### src/rtl/hdmi_pll_pkg.sv
// Shared types and constants for the HDMI PLL reconfiguration controller:
// FSM state encoding, dynamic-port opcodes and the per-mode divider table.
package hdmi_pll_pkg;

  typedef enum logic [2:0] {
    ST_IDLE      = 3'd0,
    ST_HOLD_RST  = 3'd1,
    ST_PROG      = 3'd2,
    ST_WAIT_LOCK = 3'd3,
    ST_STABLE    = 3'd4,
    ST_RUN       = 3'd5,
    ST_FAIL      = 3'd6
  } pll_state_t;

  // Dynamic reconfiguration port opcodes
  localparam logic [1:0] MDOPC_IDLE = 2'b00;
  localparam logic [1:0] MDOPC_WR   = 2'b01;
  localparam logic [1:0] MDOPC_CLR  = 2'b11;

  // Clear + three (write, increment) pairs
  localparam int PROG_STEPS = 7;

  // The table is always sized for the largest supported mode count
  localparam int MAX_MODES = 8;

  typedef struct packed {
    logic [7:0] idiv;
    logic [7:0] mdiv;
    logic [7:0] odiv0;
  } mode_triple_t;

  // Entry 0 sits in the least-significant slot.
  // With a 27 MHz reference: 0 -> 371.25 MHz, 1 -> 742.5 MHz, 2 -> 135 MHz.
  localparam mode_triple_t [MAX_MODES-1:0] DEFAULT_MODE_TABLE = {
    {5{24'h000000}},
    {8'd1, 8'd40, 8'd8},
    {8'd1, 8'd55, 8'd2},
    {8'd1, 8'd55, 8'd4}
  };

endpackage

### src/rtl/lock_sync.sv
// Two-flop synchroniser bringing the asynchronous PLL lock into the clk domain.
module lock_sync (
  input  logic clk,
  input  logic rst_n,
  input  logic d,
  output logic q
);

  logic meta;

  // Two back-to-back flops; both clear to 0 so lock is never assumed at reset
  always_ff @(posedge clk or negedge rst_n) begin
    if (!rst_n) begin
      meta <= 1'b0;
      q    <= 1'b0;
    end else begin
      meta <= d;
      q    <= meta;
    end
  end

endmodule

### src/rtl/hdmi_pll_reconfig.sv
// HDMI video PLL reconfiguration controller. Holds the PLL in reset, writes
// the divider triple for the selected mode through the dynamic port, waits for
// a stable lock and only then releases the pixel/serialiser domain. Lock loss
// and lock timeouts trigger bounded retries; exhausting them parks in FAIL.
//
// Mode request handshake: a request is taken on a clk edge where
// mode_req_valid && mode_req_ready are both high and mode_req < NUM_MODES.
// mode_req_ready is high only in RUN and FAIL; valid while not ready is
// dropped (nothing is queued), and out-of-range indices are dropped too.
module hdmi_pll_reconfig
  import hdmi_pll_pkg::*;
#(
  parameter int                            NUM_MODES     = 3,
  parameter mode_triple_t [MAX_MODES-1:0]  MODE_TABLE    = DEFAULT_MODE_TABLE,
  parameter int                            RST_CYCLES    = 16,
  parameter int                            LOCK_TIMEOUT  = 270000,
  parameter int                            STABLE_CYCLES = 1024,
  parameter int                            MAX_RETRY     = 3,
  localparam int                           MODE_W        = $clog2(NUM_MODES)
) (
  input  logic              clk,
  input  logic              resetn,
  input  logic [MODE_W-1:0] mode_req,
  input  logic              mode_req_valid,
  output logic              mode_req_ready,
  output logic              pll_reset,
  output logic [1:0]        pll_mdopc,
  output logic              pll_mdainc,
  output logic [7:0]        pll_mdwdi,
  input  logic              pll_lock,
  output logic              pix_rst_n,
  output logic [MODE_W-1:0] cur_mode,
  output logic              busy,
  output logic              err,
  output logic [2:0]        state_dbg
);

  // One timer serves the reset hold, the PROG step index, the lock timeout
  // and the stable-lock count; it must cover the longest of them.
  localparam int TMR_W = $clog2(LOCK_TIMEOUT + 1);
  localparam int RTY_W = $clog2(MAX_RETRY + 2);

  localparam logic [TMR_W-1:0]  RST_LAST     = TMR_W'(RST_CYCLES - 1);
  localparam logic [TMR_W-1:0]  PROG_LAST    = TMR_W'(PROG_STEPS - 1);
  localparam logic [TMR_W-1:0]  TIMEOUT_LAST = TMR_W'(LOCK_TIMEOUT - 1);
  localparam logic [TMR_W-1:0]  STABLE_LAST  = TMR_W'(STABLE_CYCLES - 1);
  localparam logic [RTY_W-1:0]  RETRY_MAX    = RTY_W'(MAX_RETRY);
  localparam logic [MODE_W:0]   MODE_LIMIT   = (MODE_W + 1)'(NUM_MODES);

  pll_state_t        state, state_nxt;
  logic [TMR_W-1:0]  timer, timer_nxt;
  logic [RTY_W-1:0]  retry, retry_nxt;
  logic [MODE_W-1:0] target, target_nxt;
  logic [MODE_W-1:0] cur_mode_nxt;
  logic              err_nxt;
  logic              lock_s;
  logic              in_service;
  logic              req_take;
  logic              attempt_fail;
  logic [2:0]        prog_step;
  logic [2:0]        tbl_idx;
  mode_triple_t      entry;

  lock_sync u_lock_sync (
    .clk   (clk),
    .rst_n (resetn),
    .d     (pll_lock),
    .q     (lock_s)
  );

  assign in_service = (state == ST_RUN) || (state == ST_FAIL);
  assign req_take   = mode_req_valid && in_service && ({1'b0, mode_req} < MODE_LIMIT);
  assign prog_step  = timer[2:0];
  assign tbl_idx    = 3'(target);
  assign entry      = MODE_TABLE[tbl_idx];
  assign state_dbg  = state;

  // State and bookkeeping registers
  always_ff @(posedge clk or negedge resetn) begin
    if (!resetn) begin
      state    <= ST_IDLE;
      timer    <= '0;
      retry    <= '0;
      target   <= '0;
      cur_mode <= '0;
      err      <= 1'b0;
    end else begin
      state    <= state_nxt;
      timer    <= timer_nxt;
      retry    <= retry_nxt;
      target   <= target_nxt;
      cur_mode <= cur_mode_nxt;
      err      <= err_nxt;
    end
  end

  // Next-state logic and Moore output decode
  always_comb begin
    state_nxt      = state;
    timer_nxt      = timer;
    retry_nxt      = retry;
    target_nxt     = target;
    cur_mode_nxt   = cur_mode;
    err_nxt        = err;
    attempt_fail   = 1'b0;

    pll_reset      = 1'b0;
    pix_rst_n      = 1'b0;
    busy           = !in_service;
    mode_req_ready = in_service;
    pll_mdopc      = MDOPC_IDLE;
    pll_mdainc     = 1'b0;
    pll_mdwdi      = 8'h00;

    unique case (state)
      ST_IDLE: begin
        pll_reset  = 1'b1;
        target_nxt = '0;
        timer_nxt  = '0;
        state_nxt  = ST_HOLD_RST;
      end

      ST_HOLD_RST: begin
        pll_reset = 1'b1;
        if (timer == RST_LAST) begin
          timer_nxt = '0;
          state_nxt = ST_PROG;
        end else begin
          timer_nxt = timer + 1'b1;
        end
      end

      ST_PROG: begin
        pll_reset = 1'b1;
        unique case (prog_step)
          3'd0: pll_mdopc = MDOPC_CLR;
          3'd1: begin pll_mdopc = MDOPC_WR; pll_mdwdi = entry.idiv;  end
          3'd3: begin pll_mdopc = MDOPC_WR; pll_mdwdi = entry.mdiv;  end
          3'd5: begin pll_mdopc = MDOPC_WR; pll_mdwdi = entry.odiv0; end
          3'd2, 3'd4, 3'd6: pll_mdainc = 1'b1;
          default: ;
        endcase
        if (timer == PROG_LAST) begin
          timer_nxt    = '0;
          cur_mode_nxt = target;
          state_nxt    = ST_WAIT_LOCK;
        end else begin
          timer_nxt = timer + 1'b1;
        end
      end

      ST_WAIT_LOCK: begin
        if (lock_s) begin
          timer_nxt = '0;
          state_nxt = ST_STABLE;
        end else if (timer >= TIMEOUT_LAST) begin
          attempt_fail = 1'b1;
        end else begin
          timer_nxt = timer + 1'b1;
        end
      end

      ST_STABLE: begin
        if (!lock_s) begin
          // Timer is deliberately kept so a flapping lock still times out
          state_nxt = ST_WAIT_LOCK;
        end else if (timer == STABLE_LAST) begin
          timer_nxt = '0;
          retry_nxt = '0;
          state_nxt = ST_RUN;
        end else begin
          timer_nxt = timer + 1'b1;
        end
      end

      ST_RUN: begin
        pix_rst_n = 1'b1;
        retry_nxt = '0;
        // A request outranks a simultaneous lock loss
        if (!req_take && !lock_s) begin
          attempt_fail = 1'b1;
        end
      end

      ST_FAIL: ;

      default: begin
        pll_reset = 1'b1;
        state_nxt = ST_IDLE;
      end
    endcase

    if (attempt_fail) begin
      timer_nxt = '0;
      retry_nxt = retry + 1'b1;
      if (retry >= RETRY_MAX) begin
        err_nxt   = 1'b1;
        state_nxt = ST_FAIL;
      end else begin
        state_nxt = ST_HOLD_RST;
      end
    end

    if (req_take) begin
      target_nxt = mode_req;
      retry_nxt  = '0;
      err_nxt    = 1'b0;
      timer_nxt  = '0;
      state_nxt  = ST_HOLD_RST;
    end
  end

endmodule

### config.mk
export PLATFORM = sky130hd
export DESIGN_NAME = hdmi_pll_reconfig
export DESIGN_NICKNAME = d
export VERILOG_FILES = /design/src/rtl/hdmi_pll_pkg.sv /design/src/rtl/lock_sync.sv /design/src/rtl/hdmi_pll_reconfig.sv
export SDC_FILE = /design/constraint.sdc
export NUM_CORES = 1
export LEC_CHECK = 0
export CAP_MARGIN = 0
export CORE_ASPECT_RATIO = 0.9
export CORE_MARGIN = 2
export CORE_UTILIZATION = 40
export DETAILED_ROUTE_END_ITERATION = 7
export HOLD_SLACK_MARGIN = 0.06
export PLACE_DENSITY = 0.57
export SYNTH_ARGS = -nofsm -noshare
export SYNTH_HDL_FRONTEND = slang
export SYNTH_HIERARCHICAL = 1
export SYNTH_SLANG_ARGS = --single-unit
### constraint.sdc
create_clock -name clk -period 2.54 [get_ports clk]
set_clock_uncertainty 0.1 [all_clocks]
set_input_delay 0.381 -clock clk [delete_from_list [all_inputs] [get_ports clk]]
set_output_delay 0.381 -clock clk [all_outputs]
set_load 0.03 [all_outputs]
==> results of run 1 <==
==> power by group through the flow <==
stage          sequential (mW)  combinational [mW]  clock (mW)
6_report                 0.739                1.44       0.402
2_1_floorplan            0.766               0.907           0
4_1_cts                  0.733                1.44       0.420
3_3_place_gp             0.740                1.44           0
5_1_grt                  0.758                1.59       0.437
3_5_place_dp             0.742                1.44           0
==> area by class of cell <==
type,instances,area (um^2),area share [%]
Multi-Input combinational cell,208,1380,48.2
Sequential cell,32,803,28.1
Timing Repair Buffer,53,454,15.9
Clock buffer,8,90.1,3.16
Tap cell,70,87.6,3.07
Inverter,12,45.0,1.58
==> worst paths after layout <==
check / slack (ns) / to / start / cells after the start
worst max-delay path: 0.15 / pll_reset / state_dbg[0]$_DFFE_PN0P_ / 4
worst min-delay path: 0.25 / u_lock_sync/q$_DFF_PN0_ / u_lock_sync/meta$_DFF_PN0_ / 0
max in group asynchronous: 1.60 / state_dbg[0]$_DFFE_PN0P_ / resetn / 2
worst max register to register: 0.20 / timer[1]$_DFFE_PN0P_ / timer[10]$_DFFE_PN0P_ / 6
min in group asynchronous: 0.41 / timer[13]$_DFFE_PN0P_ / resetn / 2
worst min register to register: 0.25 / u_lock_sync/q$_DFF_PN0_ / u_lock_sync/meta$_DFF_PN0_ / 0
==> kinds of logic (layout without fill, tap and decap cells) <==
kind of cell | count (synthesis) | in the layout
other | 1 | 2
adders and majority gates | 7 | 7
xor gates and xnor gates | 2 | 2
buffers and inverters | 31 | 73
DFF | 32 | 32
muxes | 4 | 4
and+or+nand+nor | 119 | 119
AOI/OAI and AO/OA | 74 | 74
==> flip-flops by register name (all words and copies together) (netlist names) <==
signal,count
err,1
retry,3
target,2
u_lock_sync/meta,1
state_dbg,3
u_lock_sync/q,1
cur_mode,2
timer,19
==> metal layers <==
metal  vias up  global-route usage (%)  routed length, um  part of all wire (%)
met3         2                    3.25                186                   3.3
li1       1095                       -                  -                     -
met4         0                    3.76                 22                  0.39
met5         -                       0                  0                     0
met2        31                    28.9               2480                    44
met1      1050                    26.1               2910                    52
==> synth_stat cells (7+ instances only) <==
| master | number |
|---|---|
| a21oi_1 | 26 |
| clkbuf_1 | 7 |
| inv_1 | 12 |
| nor3_1 | 12 |
| o21ai_0 | 16 |
| and3_1 | 11 |
| ha_1 | 7 |
| nand3_1 | 17 |
| nor2_1 | 17 |
| dfrtp_1 | 32 |
| nand2_1 | 14 |
| or3_1 | 8 |
==> critical path, delay by kind of cell, from the launching register on <==
family	cells	cell delay, ns
buffers and inverters	2	0.89
flip-flops	1	0.51
XOR/XNOR	1	0.14
AND/OR/NAND/NOR	1	0.08
==> timing repair <==
item                       4_1_cts  5_1_grt
gates resized for setup          1        4
setup endpoints to repair        1       12
pin swaps                        0        0
hold buffers                     0        0
==> results.cfg, run 1 <==
[synth]
ys_types = 54
async_reset_ff_share_pct = 100
synth_top_family_by_area = simple AND/OR/NAND/NOR gates
synth_cells = 270
synth_top_area_share_pct = 34.9
synth-compound-area-share_pct = 19.8
synthTopCellsByArea = dfrtp_1, a21oi_1, ha_1, nand3_1, o21ai_0
ys_ff_latch = 32
synthAdderAreaFrac_pct = 3.82
synth_ff_type = dfrtp_1
syn_area_mm2 = 0.00229
ys_warn_count = 6
synth_edf_count = 0
yosys.area_share.simple_pct = 32.1
ys_seq_area_share_pct = 34.9
synth.avg_cell_area_um2 = 8.49
synthMuxAreaShare_pct = 1.85
synth_xor_xnor_area_share_pct = 0.764
yosys.area.top_type = dfrtp_1

[worst_setup_path]
crit_type = flip-flop to output port
cp-start-kind = flip-flop
worst_setup_path_end_kind = output port
cp.arrival_ns = 1.90
worstPathCellList = buf_4 > nand2_1 > xnor2_1 > clkdlybuf4s50_1
cp_data_required_time_ns = 2.06
cp_max_fo = 14
crit_path_top_delay_cell = clkdlybuf4s50_1
cpPeakStageDelay_ns = 0.69

[sta]
setup_viol = 0
setup_ws_ns = 0.155
rsz0062_at_grt = no
fin_hold_ws_ns = 0.247
fin_crit_ns = 2.39
hold_violations = 0
slew_violations = 0
fmax_mhz = 419
tns_ns = 0
fin_crit_sh_pct = 93.9

[placed_design]
place_congestion = 0.826
dp_slack_ns = -0.0156
placed_cells_incl_taps = 375
placed_cell_area_mm2 = 0.00276
hpwl_um = 4110
io_buffer_count = 24

[floorplan]
fp.dieH_um = 75.8
boundaryPins = 27
initial_core_util_pct = 41.0
die_area_mm2 = 0.00636
die_w_um = 83.8
core_area_mm2 = 0.00560
rows = 26

[clock_network]
cts_setup_buffers = 0
clk_pin_slew_ns = 0.06
clockBufferDepth = 2
htree_levels = 2
cts-root-buf = clkbuf_8
numCtsBuffers = 5
clock-sinks = 32
clkLatencyLatePin_ns = 0.27
cts_tree = built

[global_route]
grt_pass1_vias = 1962
gr-total-overflow = 0
grt_util_all_layers_pct = 18.1
grt_pass1_wl_um = 9300
antenna_found_initial = 0
grt_max_degree = 33

[power]
clkPwrFrac_pct = 15.5
total_power_mw = 2.58
combPwrFrac_pct = 55.9
pwr_density_cell_mw_per_mm2 = 905
internal-power_mw = 1.46
p_seq_share_pct = 28.6
p_leak_nw = 1.23
p_sw_share_pct = 43.5
power_switching_mw = 1.12
ir_drop_mv = 0.612

[drt]
via_per_inst = 5.69
drt_iter0_markers = 183
drt_pass1_iterations = 4
drc = 0
wl_per_cell_um = 14.6
drt_wl_total_um = 5600
ant_nets = 0
via_count = 2178

[cells_and_area]
final_area_mm2 = 0.00286
syn2layout_area_growth_pct = 24.5
layout_commonest_cell = buf_4
nNetsFinal = 325
layout-drive-gt1-share_pct = 22.4
nFillCells = 550
diodes = 0
mostFrequentLayoutCells = buf_4, dfrtp_1, a21oi_1
final_util_pct = 51.0
finalNonFillerCells = 383

[hold_path]
min_path_type = flip-flop to flip-flop

[status]
outcome = complete, no violations

[run]
cap_violations = 0
Note: power is estimated with default switching activity, not from simulation.
==> run 2: changes to the inputs <==
--- a/config.mk
+++ b/config.mk
@@ -5,13 +5,14 @@
 export SDC_FILE = /design/constraint.sdc
 export NUM_CORES = 1
 export LEC_CHECK = 0
+export ABC_AREA = 1
 export CAP_MARGIN = 0
 export CORE_ASPECT_RATIO = 0.9
 export CORE_MARGIN = 2
 export CORE_UTILIZATION = 40
 export DETAILED_ROUTE_END_ITERATION = 7
 export HOLD_SLACK_MARGIN = 0.06
-export PLACE_DENSITY = 0.57
+export PLACE_DENSITY = 0.56
 export SYNTH_ARGS = -nofsm -noshare
 export SYNTH_HDL_FRONTEND = slang
 export SYNTH_HIERARCHICAL = 1
==> run 2 against run 1 <==
- design area grew 21%
- critical path depth shrank 1
- highest routed layer unchanged
- final cell count grew 60%
- global-route usage grew 6.8 points
==> results.cfg, run 2 <==
[worst_setup_path]
r2r_slack_ns = 0.25
cp.arrival_ns = 1.97
cp_data_required_time_ns = 2.06
reg2reg_from = timer[16]$_DFFE_PN0P_
cp_max_fo = 8
crit_path_start = state_dbg[2]$_DFFE_PN0P_
worst_setup_path_end_kind = output port
cp-start-kind = flip-flop
crit_type = flip-flop to output port

[synth]
ys_warn_count = 6
synth_top_area_share_pct = 26.9
synth_ff_type = dfrtp_1
synthTopCellsByArea = dfrtp_1, nand2_1, nand3_1, nor2_1, inv_1
ys_types = 35
synth.avg_cell_area_um2 = 6.07
syn_area_mm2 = 0.00298
ys_ff_latch = 32
async_reset_ff_share_pct = 100
synthTopCellsByCount = nand2_1, nand3_1, nor2_1
synth_cells = 490
synth_edf_count = 0
ys_seq_area_share_pct = 26.9
yosys.area.top_type = dfrtp_1
yosysMostFrequentCell = nand2_1

[power]
p_seq_share_pct = 27.6
power_switching_mw = 1.22
p_sw_share_pct = 48.7
clkPwrFrac_pct = 20.8
internal-power_mw = 1.29
ir_drop_mv = 0.532
p_leak_nw = 1.61
pwr_density_cell_mw_per_mm2 = 730
combPwrFrac_pct = 51.6

[clock_network]
clockBufferDepth = 2
cts_setup_buffers = 0
cts_resized = 0
htree_levels = 2
clkLatencyLatePin_ns = 0.31
clk_pin_slew_ns = 0.07
ctsHoldBuffers = 0
cts_tree = built
cts-root-buf = clkbuf_8
clock-sinks = 32
numCtsBuffers = 5

[floorplan]
rows = 29
die_area_mm2 = 0.00815
die_w_um = 94.9
initial_core_util_pct = 41.6
fp.dieH_um = 85.8
core_area_mm2 = 0.00715
boundaryPins = 27

[drt]
drc = 0
ant_nets = 0
drt_iter0_markers = 312
via_count = 3344
drt_wl_total_um = 9640
wl_per_cell_um = 15.7
via_per_inst = 5.46
drt_pass1_iterations = 6

[global_route]
antenna_found_initial = 0
grt_util_all_layers_pct = 24.9
grt_pass1_wl_um = 15500
grt_max_degree = 33
grt_pass1_vias = 3064
gr-total-overflow = 0

[cells_and_area]
largest_reg_flops = 19
layout_commonest_cell = nand2_1
nFillCells = 746
layout-drive-gt1-share_pct = 9.62
mostFrequentLayoutCells = nand2_1, nand3_1, nor2_1
nNetsFinal = 532
regMostFlops = timer
syn2layout_area_growth_pct = 15.6
diodes = 0

[sta]
setup_viol = 0
tns_ns = 0
fmax_mhz = 408
fin_crit_sh_pct = 96.6
fin_crit_ns = 2.45
hold_violations = 0
slew_violations = 0
setup_ws_ns = 0.0868
rsz0062_at_grt = no

[placed_design]
io_buffer_count = 24
dp_slack_ns = 0.229
hpwl_um = 7030
place_congestion = 0.945

[hold_path]
min_from = u_lock_sync/meta$_DFF_PN0_
min_path_type = flip-flop to flip-flop

[status]
outcome = complete, no violations

[run]
cap_violations = 0
## run 2: cell count changes after synthesis, sizes merged, moves of 11 or more
cell	change
nand3	+68
a21oi	-11
inv	+35
nand2	+124
nand4	+13
nor2	+61
## run 2: metal layers
| layer | up-vias | wire, um | GRT usage, % | part of all wire (%) |
|---|---|---|---|---|
| li1 | 1673 | - | - | - |
| met4 | 0 | 103 | 6.72 | 1.1 |
| met3 | 10 | 915 | 5.10 | 9.5 |
| met2 | 154 | 4140 | 37.0 | 43 |
| met1 | 1507 | 4480 | 36.6 | 46 |
| met5 | - | 0 | 0 | 0 |
## run 2: cell type report
cell class / instances / area [um^2] / area share [%]
multi-input combinational: 393 / 1900 / 55.3
clock inverter: 3 / 42.5 / 1.24
sequential: 32 / 801 / 23.3
tap: 93 / 116 / 3.38
inverter: 49 / 184 / 5.34
timing repair buffer: 38 / 325 / 9.45
clock buffer: 5 / 68.8 / 2.00
## run 2: per-stage QoR
| stage | cell area (um^2) | total power [mW] | cells | utilization, % | hold WS (ns) |
|---|---|---|---|---|---|
| 6_report | 3440 | 2.51 | 613 | 48.2 | 0.262 |
| 5_1_grt | 3440 | 2.69 | 613 | 48.2 | 0.278 |
| 3_3_place_gp | 3330 | 1.99 | 605 | 46.6 | 0.234 |
| 2_1_floorplan | 2990 | 1.56 | 491 | - | -0.0146 |
| 3_5_place_dp | 3330 | 1.99 | 605 | 46.6 | 0.242 |
| 4_1_cts | 3440 | 2.51 | 613 | 48.1 | 0.269 |
## run 2: cells by family after synthesis
logic type                 Yosys count  share of synthesized area [%]
adders and majority gates            7                           2.94
AOI/OAI and AO/OA                   52                           9.96
xor gates and xnor gates             1                          0.294
DFF                                 32                           26.9
and+or+nand+nor                    331                           50.4
other                                1                          0.126
buffers and inverters               66                           9.42
## run 2: path summary, 6_finish.rpt
path                                             to  cells after the start
setup / recovery                          pix_rst_n                      3
hold / removal              u_lock_sync/q$_DFF_PN0_                      0
setup reg to reg           state_dbg[0]$_DFFE_PN0P_                     12
hold reg to reg             u_lock_sync/q$_DFF_PN0_                      0
max in group asynchronous      timer[0]$_DFFE_PN0P_                      2
min in group asynchronous      timer[8]$_DFFE_PN0P_                      2
## run 2: worst max-delay path: stages, from the launching register on
cell             delay (ns)
dfrtp_1                0.48
inv_1                  0.16
nor2_1                 0.30
clkdlybuf4s50_1        0.73
## run 2: power by group through the flow
stage | clock (mW) | sequential, mW | combinational, mW
after floorplan | 0 | 0.714 | 0.848
after global routing | 0.557 | 0.707 | 1.42
final | 0.523 | 0.694 | 1.30
after global placement | 0 | 0.698 | 1.29
after detailed placement | 0 | 0.701 | 1.29
after CTS | 0.528 | 0.690 | 1.29
==> run 3: changes to the inputs <==
--- a/config.mk
+++ b/config.mk
@@ -11,8 +11,8 @@
 export CORE_MARGIN = 2
 export CORE_UTILIZATION = 40
 export DETAILED_ROUTE_END_ITERATION = 7
+export GPL_ROUTABILITY_DRIVEN = 0
 export HOLD_SLACK_MARGIN = 0.06
-export PLACE_DENSITY = 0.56
 export SYNTH_ARGS = -nofsm -noshare
 export SYNTH_HDL_FRONTEND = slang
 export SYNTH_HIERARCHICAL = 1
==> run 3 against run 2 <==
- sequential power decreased by 2%
- register-to-register slack about the same
- maximum frequency increased by 1.2%
- first-iteration DRC count decreased by 5.4%
- worst setup slack improved by 0.030 ns
- clock power decreased by 1%
- combinational power increased by 3%
==> results.cfg, run 3 (same netlist as run 2, synthesis figures left out) <==
[worst_setup_path]
reg2reg_from = timer[1]$_DFFE_PN0P_
worst-path-buf-inv = 2
crit_path_top_delay_cell = clkdlybuf4s50_1
r2r_slack_ns = 0.24
crit_type = flip-flop to output port
cp-start-kind = flip-flop
cp.arrival_ns = 1.94
r2r.worst_path.cells = 13
worst-path-stages = 3
endpoint = pix_rst_n
crit_family = buffers and inverters
cp_max_fo = 8
worst_setup_path_end_kind = output port
cpPeakStageDelay_ns = 0.73
cp_data_required_time_ns = 2.06
crit_path_start = state_dbg[2]$_DFFE_PN0P_
r2r_end = state_dbg[0]$_DFFE_PN0P_
worstPathCellList = inv_1 > nor2_1 > clkdlybuf4s50_1

[global_route]
globalRouteMet3Util_pct = 6.68
antenna_found_initial = 0
grt_util_all_layers_pct = 24.9
grt_pass1_wl_um = 15700
grt-busiest-layer = met1
met2_usage_pct = 35.3
grt_pass1_vias = 3078
grt_max_degree = 33
met1_usage_pct = 37.1
gr-total-overflow = 0

[floorplan]
core_area_mm2 = 0.00715
die_w_um = 94.9
fp.dieH_um = 85.8
die_area_mm2 = 0.00815
initial_core_util_pct = 41.6
rows = 29
boundaryPins = 27

[cells_and_area]
layout-drive-gt1-share_pct = 10.5
nNetsFinal = 535
largest_reg_flops = 19
layout_commonest_cell = nand2_1
regMostFlops = timer
syn2layout_area_growth_pct = 16.6
diodes = 0
mostFrequentLayoutCells = nand2_1, nand3_1, nor2_1

[sta]
slew_violations = 0
setup_viol = 0
fmax_mhz = 413
fin_crit_ns = 2.42
tns_ns = 0
fin_crit_sh_pct = 95.4
setup_ws_ns = 0.116
rsz0062_at_grt = no
hold_violations = 0

[drt]
via_per_inst = 5.55
drc = 0
drt_iter0_markers = 295
via_count = 3417
drt_pass1_iterations = 6
wl_per_cell_um = 15.5
ant_nets = 0
drt_wl_total_um = 9540

[power]
pwr_density_cell_mw_per_mm2 = 731
ir_drop_mv = 0.605
p_leak_nw = 1.62

[clock_network]
clockBufferDepth = 2
numCtsBuffers = 5
clk_pin_slew_ns = 0.07
cts_setup_buffers = 0
htree_levels = 2
clock-sinks = 32
ctsHoldBuffers = 0
clkLatencyLatePin_ns = 0.30
cts_tree = built
cts-root-buf = clkbuf_8

[run]
cap_violations = 0

[hold_path]
min_path_type = flip-flop to flip-flop

[placed_design]
io_buffer_count = 24
hpwl_um = 7130
dp_slack_ns = 0.290

[status]
outcome = complete, no violations
run 3: cell types whose count changed in the layout (fill, tap and decap cells not counted):
cell    before  now
buf_4       23   26
inv_1       44   43
nor3_1       9    8
nor3_2       1    2
inv_2        3    4
run 3: routing by layer:
metal | routed length, um | vias up
li1 | - | 1683
met1 | 4480 | 1579
met2 | 4000 | 140
met3 | 887 | 15
met4 | 175 | 0
met5 | 0 | -
run 3: per-stage QoR:
step	power, mW	hold slack, ns	cells	utilization (%)	instance area (um^2)
finish	2.54	0.257	616	48.5	3470
global route	2.72	0.272	616	48.5	3470
CTS	2.52	0.259	616	48.4	3460
detailed placement	2.00	0.242	608	46.9	3350
global placement	2.00	0.237	608	46.9	3350
floorplan	1.56	-0.0146	491	-	2990
run 3: worst min-delay path by stage:
| stage | from | to | slack (ns) | cells past startpoint |
|---|---|---|---|---|
| 2_1_floorplan | resetn | cur_mode[0]$_DFFE_PN0P_ | -0.01 | 0 |
| 3_3_place_gp | u_lock_sync/meta$_DFF_PN0_ | u_lock_sync/q$_DFF_PN0_ | 0.24 | 0 |
| 3_5_place_dp | u_lock_sync/meta$_DFF_PN0_ | u_lock_sync/q$_DFF_PN0_ | 0.24 | 0 |
| 4_1_cts | u_lock_sync/meta$_DFF_PN0_ | u_lock_sync/q$_DFF_PN0_ | 0.26 | 0 |
| 5_1_grt | u_lock_sync/meta$_DFF_PN0_ | u_lock_sync/q$_DFF_PN0_ | 0.27 | 0 |
| 6_report | u_lock_sync/meta$_DFF_PN0_ | u_lock_sync/q$_DFF_PN0_ | 0.26 | 0 |
run 3: final cells by class:
| type | instances | area (um^2) |
|---|---|---|
| tap | 93 | 116 |
| sequential | 32 | 801 |
| inverter | 49 | 184 |
| multi-input combinational | 393 | 1910 |
| fill | 731 | 3680 |
| clock inverter | 3 | 42.5 |
| timing repair buffer | 41 | 348 |
| clock buffer | 5 | 68.8 |
run 3: what timing repair did:
item,CTS,global route
gates resized for setup,0,4
endpoints found under the setup margin,0,8
endpoints found under the hold margin,0,0
run 3: power by group:
group	internal [mW]	switching, mW	total, mW
Sequential	0.590	0.0895	0.679
Clock	0.290	0.225	0.516
Combinational	0.428	0.913	1.34
